**src/rtl/uart_tx_arbiter.sv**
```systemverilog
// Round-robin arbiter that shares one uart_tx_rtl transmitter between
// NUM_REQ byte-stream requesters. A grant is locked for a whole message and
// is released on a beat tagged last, or after MAX_BURST bytes.
// Optional feature macro: UART_ARB_PRIORITY_EN (requester 0 has absolute
// priority at arbitration time and does not advance the round-robin pointer).
module uart_tx_arbiter #(
  parameter int unsigned NUM_REQ   = 4,
  parameter int unsigned MAX_BURST = 16,
  localparam int unsigned ID_W     = $clog2(NUM_REQ)
) (
  input  logic                 clk,
  input  logic                 rst_n,
  input  logic [NUM_REQ-1:0]   req_valid,
  input  logic [8*NUM_REQ-1:0] req_data,
  input  logic [NUM_REQ-1:0]   req_last,
  output logic [NUM_REQ-1:0]   req_ready,
  output logic [7:0]           uart_tx_data,
  output logic                 uart_tx_valid,
  input  logic                 uart_tx_ready,
  output logic [ID_W-1:0]      grant_id,
  output logic                 busy
);

  typedef enum logic {
    IDLE  = 1'b0,
    GRANT = 1'b1
  } state_t;

  state_t          state;
  logic [ID_W-1:0] rr_ptr;
  logic [7:0]      beat_cnt;

  logic            win_found;
  logic [ID_W-1:0] win_id;
  logic [ID_W-1:0] idx;
  logic [7:0]      data_arr [NUM_REQ];
  logic            sel_valid;
  logic            sel_last;
  logic [7:0]      sel_data;
  logic            xfer;
  logic            rel_now;
  logic            keep_ptr;
  logic [ID_W-1:0] next_ptr;

  // Split the flat request bus into per-requester bytes.
  always_comb begin
    for (int unsigned i = 0; i < NUM_REQ; i++) begin
      data_arr[i] = req_data[8*i +: 8];
    end
  end

  // Winner selection: first valid requester at or after rr_ptr, wrapping.
  always_comb begin
    win_found = 1'b0;
    win_id    = '0;
    idx       = '0;
    for (int unsigned i = 0; i < NUM_REQ; i++) begin
      idx = ID_W'((32'(rr_ptr) + i) % NUM_REQ);
      if (!win_found && req_valid[idx]) begin
        win_found = 1'b1;
        win_id    = idx;
      end
    end
`ifdef UART_ARB_PRIORITY_EN
    if (req_valid[0]) begin
      win_found = 1'b1;
      win_id    = '0;
    end
`endif
  end

  // Pass-through from the granted requester; data forced to zero when not valid.
  always_comb begin
    sel_valid     = req_valid[grant_id];
    sel_last      = req_last[grant_id];
    sel_data      = data_arr[grant_id];
    uart_tx_valid = (state == GRANT) && sel_valid;
    uart_tx_data  = uart_tx_valid ? sel_data : 8'h00;
    req_ready     = '0;
    if (state == GRANT) begin
      req_ready[grant_id] = uart_tx_ready;
    end
    xfer     = uart_tx_valid && uart_tx_ready;
    rel_now  = sel_last || (beat_cnt == 8'(MAX_BURST - 1));
    next_ptr = (32'(grant_id) == NUM_REQ - 1) ? '0 : grant_id + ID_W'(1);
`ifdef UART_ARB_PRIORITY_EN
    keep_ptr = (grant_id == '0);
`else
    keep_ptr = 1'b0;
`endif
  end

  // Grant FSM: arbitrate in IDLE, count beats and release in GRANT.
  always_ff @(posedge clk or negedge rst_n) begin
    if (!rst_n) begin
      state    <= IDLE;
      grant_id <= '0;
      busy     <= 1'b0;
      rr_ptr   <= '0;
      beat_cnt <= '0;
    end else begin
      case (state)
        IDLE: begin
          if (win_found) begin
            state    <= GRANT;
            grant_id <= win_id;
            busy     <= 1'b1;
            beat_cnt <= '0;
          end
        end
        GRANT: begin
          if (xfer) begin
            beat_cnt <= beat_cnt + 8'd1;
            if (rel_now) begin
              state <= IDLE;
              busy  <= 1'b0;
              if (!keep_ptr) begin
                rr_ptr <= next_ptr;
              end
            end
          end
        end
        default: state <= IDLE;
      endcase
    end
  end

endmodule

```
**config.mk**
```make
export PLATFORM = sky130hd
export DESIGN_NAME = uart_tx_arbiter
export DESIGN_NICKNAME = d
export VERILOG_FILES = /design/src/rtl/uart_tx_arbiter.sv
export SDC_FILE = /design/constraint.sdc
export NUM_CORES = 1
export LEC_CHECK = 0
export ABC_AREA = 1
export ABC_CLOCK_PERIOD_IN_PS = 2800
export CAP_MARGIN = 10
export CORE_ASPECT_RATIO = 0.8
export CORE_UTILIZATION = 40
export CTS_CLUSTER_DIAMETER = 200
export DETAILED_ROUTE_END_ITERATION = 12
export GPL_ROUTABILITY_DRIVEN = 0
export PLACE_DENSITY = 0.76
export SYNTH_ARGS = -nofsm -noshare
export SYNTH_HDL_FRONTEND = slang
export SYNTH_SLANG_ARGS = --single-unit
```
**constraint.sdc**
```tcl
create_clock -name clk -period 2.8 [get_ports clk]
set_clock_uncertainty 0.15 [all_clocks]
set_input_delay 0.56 -clock clk [delete_from_list [all_inputs] [get_ports clk]]
set_output_delay 0.56 -clock clk [all_outputs]
set_load 0.05 [all_outputs]
```
==> results.txt <==
Outcome: completed
Data arrival time of the worst path: 1990 ps
Clk slew on worst S/H paths: 60 ps
# IOs: 59
Buf/Inv on CP: 4
Setup slack after layout: 98.1 ps
Post-DR wirelength/cell: 12.6 um
Critical path class: input port to primary output
Die Area: 3710 um2
Layout Utilization: 0.686
Wirelength, routed: 4160 um
Clk buf depth: 2
Max incr delay on CP: 530 ps
Avg Cell Area, Syn: 5.98 um2
Nature of the critical path startpoint: input port
Placeable Area: 3200 um2
Cell taking the most area after synthesis: dfrtp_1
Die W: 67.9 um
Synth Cell Area: 1390 um2
Row cnt: 18
Synth warn: 0
Top_reg_cell synth: dfrtp_1
Internal: 1.10 mW
Setup violations, final: 0
Post-synth cell types: 25
Worst EP required: 2090 ps
Antenna violations before repair: 0
Nets: 340
Max Fclk: 370 MHz
Crit path max-delay family: buffers and inverters
Overall die height: 54.7 um
Mapped Cells: 232
Worst path slowest cell: clkdlybuf4s50_1
Detailed-route DRC error count: 0
Worst-skew pair later-pin latency: 250 ps
Min Hold Slack: 360 ps
RSZ-0062 raised after global routing: no
Syn-to-layout area delta: 58.2%
CTS H-Tree Depth: 1
P_sw: 1.29 mW
Crit path max fanout: 9
Flop pwr share: 0.157
Post-synthesis sequential area ratio: 0.252
Power share of the combinational group: 0.760
Share of layout cells above drive strength 1: 0.168
Initial Utilization: 0.434
DR pass1 iterations: 4
CTS Buf Count: 3
Antenna-violating nets left: 0
Clock power share: 0.083
Final hold vios: 0
Critical Path Most Common Cell: nand2_1
Overall Power: 2.40 mW
Largest net degree at the start of global routing: 21
LEAKAGE: 1.04 nW
Syn Nets: 280
Maximum VDD drop: 587 uV
Setup TNS: 0 ps
PostCTS Resize Cnt: 0
DP Area: 2140 um2
Fin cells: 331
Final Max Slew Viols: 0
Top-count cell post-synth: nand2_1
MaxCap Viol Count: 0
Slew headroom: 0.592
Tmin final: 2700 ps
Area contributors post-synth: dfrtp_1, nand2_1, nor2_1
1st-iter DRT viols: 102
Setup Slack @ Placement: 106 ps
Hpwl dp: 3270 um
CP cell instances: clkdlybuf4s50_1, inv_1, nand2_1, o211ai_1, nand2_1, nand2_1, buf_4, a21oi_2, buf_12
IO buf count: 58
Root Driver: clkbuf_8
Vias: 1614
Gr ovfl total: 0
EDFF count, synth: 0
Crit end category: primary output
CTS Sinks: 14
Asr flop ratio synth: 1.00
Total track usage: 0.228
Net Sw Frac: 0.539
Vias/cell: 4.88
Placed Cells incl. Taps: 327
Area share of the largest cell type after synthesis: 0.252
Count of hold-fix buffers inserted at cts: 0
Antenna diode count: 0
Worst slew pin tran: 610 ps
Pwr dens: 1090 nW/um2
Post-CTS setup-driven buffer insertion count: 0
Number of global-route vias before repair: 1392
Commonest cells post-synth: nand2_1, nor2_1, inv_1, o21ai_0, nand3_1
Design Area, Final: 2190 um2
First-pass GRT wire length: 6240 um
Final period utilization: 0.965
CTS tree: done
Type of the tightest min-delay check: flop to flop
Synth Register Bits: 14
placed cells by master, fill, tap and decap left out, drive strengths merged:
master         netlist  layout
a21oi               10      10
inv                 25      25
nor2                49      49
xor2                 2       2
o21a                 1       1
ha                   5       5
clkinvlp             0       1
o211ai               2       2
xnor2                1       1
clkdlybuf4s50        0      44
nor3                 2       2
nand2               65      65
dfrtp               14      14
buf                  5      18
o21ai               27      27
o21bai               1       1
clkbuf               2       4
nand3               20      20
registers in the layout (all words and copies together) (netlist names):
register,cells
grant_id,2
busy,1
beat_cnt,8
state,1
rr_ptr,2
worst min-delay path, cell delays in order (launching register included):
cell	delay, ps
dfrtp_1	340
nor2_1	50
nor2_1	80
power by group through the flow:
stage,registers [mW],logic (mW),clock network [mW]
detailed placement,0.375,1.82,0
finish,0.376,1.82,0.199
global placement,0.372,1.80,0
CTS,0.372,1.83,0.199
floorplan,0.391,1.15,0
global route,0.389,1.98,0.209
cell families after synthesis:
kind of cell,count (synthesis),synth area share
flip-flops,14,0.252
adder cells (fa/ha/maj),5,0.0451
XOR/XNOR,3,0.0189
buffers and inverters,33,0.103
AO/OA/AOI/OAI,41,0.161
AND/OR/NAND/NOR,136,0.420
metal layers:
metal  track usage  wire length, um  vias to the layer above
met5             0                0                        -
met4        0.0208               11                        0
met3        0.0646              493                        2
met2         0.386             1800                       64
met1         0.300             1860                      696
li1              -                -                      852
final timing paths:
check                                      startpoint                       to  slack (ps)  cells past startpoint
worst max-delay path                     req_valid[3]          uart_tx_data[2]         100                      9
worst max register to register  rr_ptr[0]$_DFFE_PN0P_  beat_cnt[2]$_DFFE_PN0P_         660                     11
max in group asynchronous                       rst_n  beat_cnt[7]$_DFFE_PN0P_        1560                      1
worst min-delay path                 busy$_DFFE_PN0P_         busy$_DFFE_PN0P_         360                      2
min in group asynchronous                       rst_n  beat_cnt[6]$_DFFE_PN0P_         540                      1
worst min register to register       busy$_DFFE_PN0P_         busy$_DFFE_PN0P_         360                      2
layout make-up:
class,count,area [um2]
Clock buffer,4,55.1
Fill cell,270,1000
Inverter,26,101
Multi-Input combinational cell,185,925
Sequential cell,14,350
Tap cell,40,50.0
Timing Repair Buffer,62,713
(Power assumes the default switching activity.)
